<file path="config.mk">
export PLATFORM = sky130hd
export DESIGN_NAME = stall_aware_producer
export DESIGN_NICKNAME = d
export VERILOG_FILES = /design/src/rtl/stall_aware_producer.sv
export SDC_FILE = /design/constraint.sdc
export NUM_CORES = 1
export LEC_CHECK = 0
export ABC_AREA = 1
export CAP_MARGIN = 10
export CORE_MARGIN = 5
export CORE_UTILIZATION = 48
export CTS_BUF_LIST = sky130_fd_sc_hd__clkbuf_16
export DETAILED_ROUTE_END_ITERATION = 8
export PLACE_DENSITY_LB_ADDON = 0.1
export SLEW_MARGIN = 20
export SYNTH_ARGS = -nofsm -noshare
export SYNTH_HDL_FRONTEND = slang
export SYNTH_HIERARCHICAL = 1
export SYNTH_SLANG_ARGS = --single-unit
</file>
<file path="constraint.sdc">
create_clock -name clk -period 1.5 [get_ports clk]
set_input_delay 0.3 -clock clk [delete_from_list [all_inputs] [get_ports clk]]
set_output_delay 0.3 -clock clk [all_outputs]
set_load 0.1 [all_outputs]
</file>
<file path="src/rtl/stall_aware_producer.sv">
// rtl/stall_aware_producer.sv - two-lane stall-aware word producer with periodic per-lane flushes

// One independent producer lane: IDLE / SEND / FLUSH
module stall_aware_producer_lane #(
   parameter int                DATA_W       = 32,
   parameter logic [DATA_W-1:0] SEED         = '0,
   parameter int                STEP         = 1,
   parameter int                FLUSH_PERIOD = 16,
   parameter int                FLUSH_LEN    = 2
) (
   input  logic              clk,
   input  logic              rst_n,
   input  logic              enable,
   input  logic              stall,
   output logic [DATA_W-1:0] data,
   output logic              valid,
   output logic              flush,
   output logic [15:0]       sent_count
);

   localparam logic [1:0] S_IDLE  = 2'd0;
   localparam logic [1:0] S_SEND  = 2'd1;
   localparam logic [1:0] S_FLUSH = 2'd2;

   // Counter widths stay at least one bit even for degenerate parameter values
   localparam int FC_W = (FLUSH_PERIOD > 1) ? $clog2(FLUSH_PERIOD + 1) : 1;
   localparam int FL_W = (FLUSH_LEN > 1) ? $clog2(FLUSH_LEN) : 1;

   localparam logic [FC_W-1:0]   FC_LAST = FC_W'(FLUSH_PERIOD - 1);
   localparam logic [FL_W-1:0]   FL_INIT = FL_W'(FLUSH_LEN - 1);
   localparam logic [DATA_W-1:0] STEP_W  = DATA_W'(STEP);

   logic [1:0]        state_q;
   logic [DATA_W-1:0] data_q;
   logic              valid_q;
   logic              flush_q;
   logic [15:0]       count_q;
   logic [FC_W-1:0]   fcnt_q;
   logic [FL_W-1:0]   flen_q;

   // Lane state machine; valid/flush are registered alongside the state
   always_ff @(posedge clk or negedge rst_n) begin
      if (!rst_n) begin
         state_q <= S_IDLE;
         data_q  <= SEED;
         valid_q <= 1'b0;
         flush_q <= 1'b0;
         count_q <= 16'd0;
         fcnt_q  <= '0;
         flen_q  <= '0;
      end else begin
         case (state_q)
            S_IDLE: begin
               if (enable) begin
                  state_q <= S_SEND;
                  valid_q <= 1'b1;
               end
            end
            S_SEND: begin
               // Without acceptance the word is held, even if enable drops
               if (!stall) begin
                  data_q  <= data_q + STEP_W;
                  count_q <= count_q + 16'd1;
                  if (FLUSH_PERIOD != 0 && fcnt_q == FC_LAST) begin
                     state_q <= S_FLUSH;
                     fcnt_q  <= '0;
                     valid_q <= 1'b0;
                     flush_q <= 1'b1;
                     flen_q  <= FL_INIT;
                  end else begin
                     if (FLUSH_PERIOD != 0) begin
                        fcnt_q <= fcnt_q + 1'b1;
                     end
                     if (!enable) begin
                        state_q <= S_IDLE;
                        valid_q <= 1'b0;
                     end
                  end
               end
            end
            S_FLUSH: begin
               // Flush length is fixed; stall has no effect while invalid
               if (flen_q == '0) begin
                  flush_q <= 1'b0;
                  if (enable) begin
                     state_q <= S_SEND;
                     valid_q <= 1'b1;
                  end else begin
                     state_q <= S_IDLE;
                  end
               end else begin
                  flen_q <= flen_q - 1'b1;
               end
            end
            default: begin
               state_q <= S_IDLE;
               valid_q <= 1'b0;
               flush_q <= 1'b0;
            end
         endcase
      end
   end

   assign data       = data_q;
   assign valid      = valid_q;
   assign flush      = flush_q;
   assign sent_count = count_q;

endmodule

// Two lanes with no cross-lane coupling
module stall_aware_producer #(
   parameter int                DATA_W       = 32,
   parameter logic [DATA_W-1:0] SEED_1       = 32'h0000_0001,
   parameter logic [DATA_W-1:0] SEED_2       = 32'h0001_0000,
   parameter int                STEP         = 1,
   parameter int                FLUSH_PERIOD = 16,
   parameter int                FLUSH_LEN    = 2
) (
   input  logic              clk,
   input  logic              reset,
   input  logic              enable,
   input  logic              stall_1,
   input  logic              stall_2,
   output logic [DATA_W-1:0] pipeline1_inputs,
   output logic [DATA_W-1:0] pipeline2_inputs,
   output logic [1:0]        in_valid,
   output logic              flush_1,
   output logic              flush_2,
   output logic [15:0]       sent_count_1,
   output logic [15:0]       sent_count_2
);

   logic valid_1;
   logic valid_2;

   stall_aware_producer_lane #(
      .DATA_W(DATA_W), .SEED(SEED_1), .STEP(STEP),
      .FLUSH_PERIOD(FLUSH_PERIOD), .FLUSH_LEN(FLUSH_LEN)
   ) u_lane1 (
      .clk(clk), .rst_n(reset), .enable(enable), .stall(stall_1),
      .data(pipeline1_inputs), .valid(valid_1), .flush(flush_1),
      .sent_count(sent_count_1)
   );

   stall_aware_producer_lane #(
      .DATA_W(DATA_W), .SEED(SEED_2), .STEP(STEP),
      .FLUSH_PERIOD(FLUSH_PERIOD), .FLUSH_LEN(FLUSH_LEN)
   ) u_lane2 (
      .clk(clk), .rst_n(reset), .enable(enable), .stall(stall_2),
      .data(pipeline2_inputs), .valid(valid_2), .flush(flush_2),
      .sent_count(sent_count_2)
   );

   assign in_valid = {valid_2, valid_1};

endmodule

</file>
After elaboration in Yosys (flattened, before gate mapping)
Cells that the tools add are included.
Storage, ports and cells
  word-level logic and storage cells: 92
  input port bits: 5
  register bits: 116
Cells by class
  reduce and logical (&&, ||, !) cells: 14
  add/subtract/negate cells: 8
  bitwise gates (word level): 4
  equality and inequality tests: 16
  muxes and demuxes: 36
Operators by type and width (number)
  32-bit by 1-bit adder with 32-bit output (second input constant): 2
  16-bit by 1-bit adder with 16-bit output (second input constant): 2
  1-bit 2-to-1 mux: 18
  2-bit 2-to-1 mux: 8
  4-bit AND reduction: 4
  2-bit != test (second input constant): 6
  1-bit one-hot mux with 3 select lines: 4
  2-bit one-hot mux with 3 select lines: 2
  3-bit AND reduction: 4
  5-bit by 1-bit adder with 5-bit output (second input constant): 2
  5-bit by 4-bit equality test with 1-bit output (second input constant): 2
  5-bit 2-to-1 mux: 2
  3-bit by 2-bit != test with 1-bit output (second input constant): 2
  2-bit by 1-bit equality test with 1-bit output (second input constant): 2
  2-bit equality test (second input constant): 2
  2-bit zero test: 2
  2-bit by 1-bit != test with 1-bit output (second input constant): 2
  1-bit NOT: 4
  1-bit one-hot mux with 2 select lines: 2
  2-bit AND reduction: 2
  2-bit nonzero test: 2
  1-bit subtractor (second input constant): 2

Longest topological paths before layout
Gate-level depths: netlist of the first run.
  depth after elaboration: 4
  mapped depth: 10
  gate-level depth less buffers: 9

Hierarchy
Netlist of the first run, hierarchy kept.
By module, submodules not included
  stall_aware_producer_lane at u_lane2: times used 1, cells each 415, area an instance 3134.3 µm²
  stall_aware_producer_lane at u_lane1: times used 1, cells each 358, area an instance 2966.6 µm²
  stall_aware_producer: times used 1, cells each 2, area an instance 15.0 µm²

Least setup slack after synthesis of the first run
No wires, ideal clock.
  path type: reg2reg
  from: register u_lane2.data_q[11] (netlist: u_lane2/data[11])
  to: register u_lane2.data_q[22] (netlist: u_lane2/data[22])
  arrival: 2.004 ns
  data required time: 1.378 ns
  period minus slack after synthesis: 2.127 ns
  library setup time: 0.122 ns
  path buffers: 0
  setup slack: -0.627 ns
  cell stages (with the launch flop): 9
  cell sequence: dfrtp_1 nand2_1 inv_1 nand2_1 or2_2 nor2_2 nand2_1 nand2_1 nand2_1
On the way
  longest elaborated chain between the ends: 1
Ends and longest elaborated chain
  start: declaration: RTL line 34  | logic [DATA_W-1:0] data_q;
  start signal: assignment: RTL line 62  | data_q <= data_q + STEP_W;
  32-bit by 1-bit adder with 32-bit output: RTL line 62
Every way passes these cells.
A chain may end at the register's enable or synchronous reset.

Final worst setup path of the first run
  from: register u_lane1.data_q[0] (netlist: u_lane1/data[0])
  to: output pipeline1_inputs[0]
RTL lines
  start: declaration: RTL line 34
  start signal: assignment: RTL line 62
  end: declaration: RTL line 125  | output logic [DATA_W-1:0] pipeline1_inputs,
No word-level cell between the ends.

==> results of run 1 <==
==> area by class of cell <==
cell class / instances / area, sq um / area share, %
multi-input cells: 554 / 3220 / 31.7
flip-flops and latches: 116 / 3110 / 30.7
repair buffers: 170 / 2620 / 25.8
clock buffers: 17 / 425 / 4.20
inverters: 99 / 374 / 3.69
well taps: 172 / 215 / 2.12
clock inverters: 15 / 173 / 1.70
==> cell usage after synthesis (2+ instances only) <==
master	instances	area [sq um]
sky130_fd_sc_hd__a21oi_1	7	35.0
sky130_fd_sc_hd__buf_2	3	15.0
sky130_fd_sc_hd__buf_4	4	30.0
sky130_fd_sc_hd__dfrtp_1	114	2850
sky130_fd_sc_hd__dfstp_2	2	52.6
sky130_fd_sc_hd__ha_1	6	75.1
sky130_fd_sc_hd__inv_1	97	364
sky130_fd_sc_hd__inv_2	2	7.51
sky130_fd_sc_hd__nand2_1	225	845
sky130_fd_sc_hd__nand2_2	2	12.5
sky130_fd_sc_hd__nand3_1	61	305
sky130_fd_sc_hd__nand3_4	3	52.6
sky130_fd_sc_hd__nand3b_1	3	22.5
sky130_fd_sc_hd__nand4_1	23	144
sky130_fd_sc_hd__nor2_1	107	402
sky130_fd_sc_hd__nor2_2	9	56.3
sky130_fd_sc_hd__nor2_4	5	56.3
sky130_fd_sc_hd__nor3_1	9	45.0
sky130_fd_sc_hd__nor3_2	3	30.0
sky130_fd_sc_hd__o21ai_0	13	65.1
sky130_fd_sc_hd__o21ai_1	3	15.0
sky130_fd_sc_hd__o22ai_1	2	12.5
sky130_fd_sc_hd__xnor2_1	28	245
sky130_fd_sc_hd__xor2_1	38	333
==> per-layer routing <==
metal / global-route usage, % / wire (microns) / vias to the layer above
met5: 0 / 0 / -
met4: 8.54 / 497 / 0
met3: 5.35 / 1150 / 55
met2: 42.9 / 9750 / 300
met1: 28.5 / 7220 / 2977
li1: - / - / 2794
==> through the flow <==
step	instance area (sq um)	cells
6_report	10100	1143
3_5_place_dp	9020	1088
4_1_cts	9780	1128
2_1_floorplan	6440	775
3_3_place_gp	9020	1088
5_1_grt	10100	1143
==> worst max path at each step <==
stage,startpoint,end,depth (start not counted)
6_report,u_lane1/data[0]$_DFFE_PN1P_,pipeline1_inputs[0],2
5_1_grt,u_lane1/data[6]$_DFFE_PN0P_,u_lane1/data[27]$_DFFE_PN0P_,7
4_1_cts,u_lane1/data[0]$_DFFE_PN1P_,pipeline1_inputs[0],2
3_5_place_dp,stall_1,u_lane1/data[20]$_DFFE_PN0P_,8
3_3_place_gp,stall_1,u_lane1/data[24]$_DFFE_PN0P_,8
2_1_floorplan,u_lane1/data[0]$_DFFE_PN1P_,u_lane1/data[24]$_DFFE_PN0P_,7
==> power groups by stage <==
stage | Sequential (mW) | Clock, mW | Combinational (mW)
4_1_cts | 4.47 | 4.16 | 5.32
2_1_floorplan | 6.16 | 0 | 1.39
3_5_place_dp | 4.51 | 0 | 5.13
3_3_place_gp | 4.47 | 0 | 4.99
6_report | 4.51 | 4.11 | 5.51
5_1_grt | 4.57 | 4.32 | 5.80
==> critical path, stage by stage, from the launching register on <==
cell and delay [ps]:
sky130_fd_sc_hd__dfstp_4 650, sky130_fd_sc_hd__buf_6 110, sky130_fd_sc_hd__buf_12 160
==> what timing repair did <==
item | in CTS | in global routing
cloned | 1 | 1
pin swaps | 17 | 33
hold endpoints to repair | 114 | 0
resized for setup | 30 | 66
hold buffers | 1 | 0
setup buffers | 6 | 15
setup endpoints to repair | 37 | 67
==> cells by family after synthesis <==
kind of cell	synth area share [%]
AND/OR/NAND/NOR	32.5
flip-flops	47.5
buffers and inverters	6.81
XOR/XNOR	9.45
AO/OA/AOI/OAI	2.45
adder cells (fa/ha/maj)	1.23
==> registers in the layout, summed over array words and instances, names as in the netlist, 2 cells and up <==
name / flops
u_lane1/fcnt_q: 5
u_lane2/data: 32
u_lane1/state_q: 2
u_lane2/state_q: 2
u_lane2/sent_count: 16
u_lane2/fcnt_q: 5
u_lane1/sent_count: 16
u_lane1/data: 32
==> impl_metrics.ini, run 1 <==
[status]
status = finished, violations left
failed_checks = negative setup slack

[timing]
worst-slew-pin-transition_ps = 460
holdWs_ps = 433
report.final.setup_viol = 28
timing.final.crit_period_ps = 1630
clock_skew_ps = 7.64
final_hold_violations = 0
max_slew_margin_pct = 69.1
drv_slew = 0
setup_slack_ps = -132
tns_ps = -1200
fmax_mhz = 613
grt_setup_unrepaired = true
final_min_period_over_clock_period_pct = 109

[setup_path]
setup.reg_to_reg.worst_slack_ps = -90
maximum_fanout_count_along_the_critical_path = 3
cp.arrival_ps = 1330
crit-reg2reg-launch = u_lane1/data[0]$_DFFE_PN1P_
timing_worst_setup_path_type = reg2out
endpoint_kind = output port
worst_r2r_endpoint = u_lane1/data[24]$_DFFE_PN0P_
r2r_cells = 7
cp_launch_type = register
cp_data_required_time_ps = 1200

[finish]
area_growth_pct = 65.7
postLayoutCoreUtil_pct = 80.6
num-nets-final = 969
mostFrequentLayoutCell = sky130_fd_sc_hd__nand2_1
ant_diodes = 0
fraction_of_final_layout_cells_with_drive_strength_greater_than_1_pct = 39.6
commonest_cells_after_routing_fill_and_taps_aside = sky130_fd_sc_hd__nand2_1, sky130_fd_sc_hd__buf_12, sky130_fd_sc_hd__inv_1, sky130_fd_sc_hd__nor2_1, sky130_fd_sc_hd__dfrtp_2
fill_cells = 684

[global_route]
grt_overflow_total = 0
via_count_of_the_first_global_routing_pass = 6073
maximum_number_of_pins_on_one_net_before_global_route_repair = 69
track_usage_pct = 24.1
grt_first_pass_wirelength_microns = 28900
grt_antenna_before_repair = 0

[synth]
ys_dominant_reg_cell = sky130_fd_sc_hd__dfrtp_1
post_synth_inst_count = 775
synth.cell_area_sq_um = 6120
synth-seq-area-share_pct = 47.5
synthesis.nets = 786
asyncSetResetFlopFracSynth_pct = 100
ys.warnings.count = 6
synth.avg_cell_area_sq_um = 7.89
ys_seq_elements = 116
synth_enable_flop_cells = 0
yosys.cell_types.count = 30

[drt]
vias_per_std_cell = 5.36
wirelength_microns = 18600
total_vias_in_the_final_route = 6126
dr.pass1.iters = 6
wl_per_cell_microns = 16.3
detail_route.drc_violations = 0
drt_first_iter_violations = 668
ant_nets = 0

[cts]
clock_sink_count = 116
tritoncts_clock_tree = built
clk-insertion-delay-late_ps = 410
clkTransAtPathRegs_ps = 60
clock-root-buffer = sky130_fd_sc_hd__clkbuf_16
htree_num_levels = 4
number_of_buffers_inserted_during_clock_tree_synthesis = 17
number_of_buffers_on_the_longest_clock_path = 2

[pwr]
leak_pwr_nw = 4.46
power.share.clock_pct = 29.1
power_frac_comb_pct = 39.0
vdd.ir_drop.worst_mv = 1.77
power-per-cell-area_nw_per_um2 = 1390
cell_internal_pwr_mw = 8.57
report.power.total_mw = 14.1
sequentialPowerShare_pct = 31.9
netSwitchingFraction_pct = 39.4
power.switching_mw = 5.56

[run]
max_cap_violations = 0

[placement]
routabilityCongestion = 0.899
place.port_buffers = 104
dp_hpwl_microns = 12200
dp_slack_ps = -418

[die]
initial_utilization_pct = 48.7
num_io_pins = 105
dieWidth_microns = 123
die_area_sq_um = 15100
placement_rows = 41
core_area_sq_um = 12600
die-height_microns = 123

[min_path]
worstHoldPathType = in2async
(Power assumes the default switching activity.)
==> run 2, diff against run 1 <==
Settings changed: ABC_AREA 1 to unset, CAP_MARGIN 10 to unset, CORE_UTILIZATION 48 to 47, SLEW_MARGIN 20 to unset.
==> run 2 against run 1 <==
Core utilization rose by 12 points. Sequential share of layout area rose by 0.30 points. Critical path type is now reg2reg. Flip-flop and latch count did not move. Via count fell by 18%. Sequential power barely moved. Die area fell by 11%. Global-route usage rose by 0.57 points. The run still ends with negative setup slack left. Power rose by 7.7%.
==> impl_metrics.ini, run 2 <==
[status]
status = finished, violations left
failed_checks = negative setup slack

[synth]
synth-seq-area-share_pct = 54.9
yosys.cell_count.top_type = sky130_fd_sc_hd__dfrtp_1
asyncSetResetFlopFracSynth_pct = 100
leading_area_contributor_after_synthesis = sky130_fd_sc_hd__dfrtp_1
ys.warnings.count = 6
netlist_top_cells_count = sky130_fd_sc_hd__dfrtp_1, sky130_fd_sc_hd__xnor2_1, sky130_fd_sc_hd__nand2_1
post_synth_mux_area_share_pct = 0
main_combinational_cell_family_by_area_after_synthesis = simple AND/OR/NAND/NOR gates
synth_compound_area_share_pct = 2.86
yosys.area_share.xor_xnor_pct = 15.5
post_synth_inst_count = 475
yosys.cell_types.count = 49
yosys-top-cells-area = sky130_fd_sc_hd__dfrtp_1, sky130_fd_sc_hd__xnor2_1, sky130_fd_sc_hd__nand3_1, sky130_fd_sc_hd__nand2_1, sky130_fd_sc_hd__nand4_1
netlist.area_leader.share_pct = 53.9
synthesis.nets = 486
ys_seq_elements = 116
synth.cell_area_sq_um = 5300
synth.avg_cell_area_sq_um = 11.2
ys_dominant_reg_cell = sky130_fd_sc_hd__dfrtp_1
synth_enable_flop_cells = 0
arithmetic_cell_share_of_the_synthesized_area_counting_full_adders_half_adders_and_majority_gates_pct = 1.42
simple_gate_share_of_the_synthesized_area_pct = 23.1

[drt]
wl_per_cell_microns = 23.6
total_vias_in_the_final_route = 5038
wirelength_microns = 20600
drt_first_iter_violations = 430
dr.pass1.iters = 5
ant_nets = 0
vias_per_std_cell = 5.76
detail_route.drc_violations = 0

[global_route]
via_count_of_the_first_global_routing_pass = 4842
track_usage_pct = 24.7
grt_antenna_before_repair = 0
grt_first_pass_wirelength_microns = 25300
maximum_number_of_pins_on_one_net_before_global_route_repair = 36
grt_overflow_total = 0

[die]
dieWidth_microns = 116
placement_rows = 38
num_io_pins = 105
die-height_microns = 116
initial_utilization_pct = 48.4
core_area_sq_um = 10900
die_area_sq_um = 13500

[cts]
htree_num_levels = 4
clkTransAtPathRegs_ps = 60
tritoncts_clock_tree = built
number_of_buffers_on_the_longest_clock_path = 2
clock-root-buffer = sky130_fd_sc_hd__clkbuf_16
clock_sink_count = 116
clk-insertion-delay-late_ps = 420
number_of_buffers_inserted_during_clock_tree_synthesis = 17

[finish]
mostFrequentLayoutCell = sky130_fd_sc_hd__buf_12
fraction_of_final_layout_cells_with_drive_strength_greater_than_1_pct = 60.9
commonest_cells_after_routing_fill_and_taps_aside = sky130_fd_sc_hd__buf_12, sky130_fd_sc_hd__buf_4, sky130_fd_sc_hd__xnor2_1, sky130_fd_sc_hd__buf_6, sky130_fd_sc_hd__nand2_1
num-nets-final = 732
fill_cells = 337
ant_diodes = 0
postLayoutCoreUtil_pct = 92.9
area_growth_pct = 91.7

[timing]
max_slew_margin_pct = 71.2
timing.final.crit_period_ps = 1880
report.final.setup_viol = 78
fmax_mhz = 531
worst-slew-pin-transition_ps = 429
final_hold_violations = 0
drv_slew = 0
clock_skew_ps = 10.7
tns_ps = -9080
final_min_period_over_clock_period_pct = 125
grt_setup_unrepaired = true
holdWs_ps = 360
setup_slack_ps = -382

[setup_path]
cp.arrival_ps = 2190
endpoint_kind = register
timing_worst_setup_path_type = reg2reg
cp_launch_type = register
maximum_fanout_count_along_the_critical_path = 4
cp_data_required_time_ps = 1810

[pwr]
leak_pwr_nw = 4.44
vdd.ir_drop.worst_mv = 2.01
power-per-cell-area_nw_per_um2 = 1500
report.power.total_mw = 15.2

[run]
max_cap_violations = 0

[min_path]
worstHoldPathType = in2async

[placement]
routabilityCongestion = 0.807
place.port_buffers = 104
dp_slack_ps = -635
dp_hpwl_microns = 9930
## run 2: critical path, cell delays in order (launching register included)
cell and delay (ps):
sky130_fd_sc_hd__dfrtp_1 400, sky130_fd_sc_hd__nor3b_4 210, sky130_fd_sc_hd__buf_6 160, sky130_fd_sc_hd__buf_6 110
sky130_fd_sc_hd__and3_4 190, sky130_fd_sc_hd__nand4_1 150, sky130_fd_sc_hd__buf_4 190, sky130_fd_sc_hd__nor2_4 80
sky130_fd_sc_hd__xor2_1 280
## run 2: worst paths after layout
| check | from | endpoint | slack (ps) | depth (start not counted) |
|---|---|---|---|---|
| setup / recovery | u_lane1/state_q[0]$_DFFE_PN0P_ | u_lane1/sent_count[14]$_DFFE_PN0P_ | -380 | 8 |
| hold / removal | reset | u_lane1/sent_count[2]$_DFFE_PN0P_ | 360 | 2 |
| setup reg to reg | u_lane1/state_q[0]$_DFFE_PN0P_ | u_lane1/sent_count[14]$_DFFE_PN0P_ | -380 | 8 |
| hold reg to reg | u_lane2/fcnt_q[4]$_DFFE_PN0P_ | u_lane2/fcnt_q[4]$_DFFE_PN0P_ | 490 | 1 |
| max in group asynchronous | reset | u_lane2/data[16]$_DFFE_PN1P_ | 580 | 3 |
| min in group clk | u_lane2/fcnt_q[4]$_DFFE_PN0P_ | u_lane2/fcnt_q[4]$_DFFE_PN0P_ | 490 | 1 |
## run 2: final cells by class
type,count,area (sq um),share of cell area [%]
Timing Repair Buffer,237,3340,32.9
Multi-Input combinational cell,336,2840,28.0
Inverter,13,48.8,0.481
Sequential cell,116,3150,31.0
Tap cell,140,175,1.72
Clock buffer,17,425,4.19
Clock inverter,15,174,1.71
## run 2: cells by family after synthesis
| kind of cell | Yosys count |
|---|---|
| AOI/OAI and AO/OA | 26 |
| xor gates and xnor gates | 94 |
| buffers and inverters | 23 |
| and+or+nand+nor | 210 |
| DFF | 116 |
| adders and majority gates | 6 |
## run 2: report_power, final
| group | total, mW | switching (mW) | internal, mW |
|---|---|---|---|
| Combinational | 6.43 | 3.85 | 2.58 |
| Sequential | 4.54 | 0.772 | 3.76 |
| Clock | 4.24 | 1.51 | 2.73 |
| Total | 15.2 | 6.13 | 9.08 |
## run 2: repair_timing
item	in CTS	in global routing
pin swaps	40	48
gates cloned	0	0
hold buffers	1	0
setup endpoints to repair	90	105
buffers inserted	16	54
gates resized for setup	63	63
hold endpoints to repair	22	0
## run 2: layer usage
metal	global-route usage (%)	up-vias	part of all wire, %
met3	6.48	94	5.7
met2	45.5	256	53
met1	27.9	2560	37
li1	-	2128	-
met4	7.73	0	4.3
met5	0	-	0
## run 2: per-stage QoR
stage / std cells / instance area, sq um
global route: 874 / 10200
global placement: 781 / 8550
detailed placement: 781 / 8550
finish: 874 / 10200
CTS: 828 / 9520
floorplan: 475 / 5820
==> run 3, diff against run 2 <==
Settings changed: SLEW_MARGIN set to 20.
==> results of run 3 <==
Final layout, timing and power as in run 2 (identical DEF).
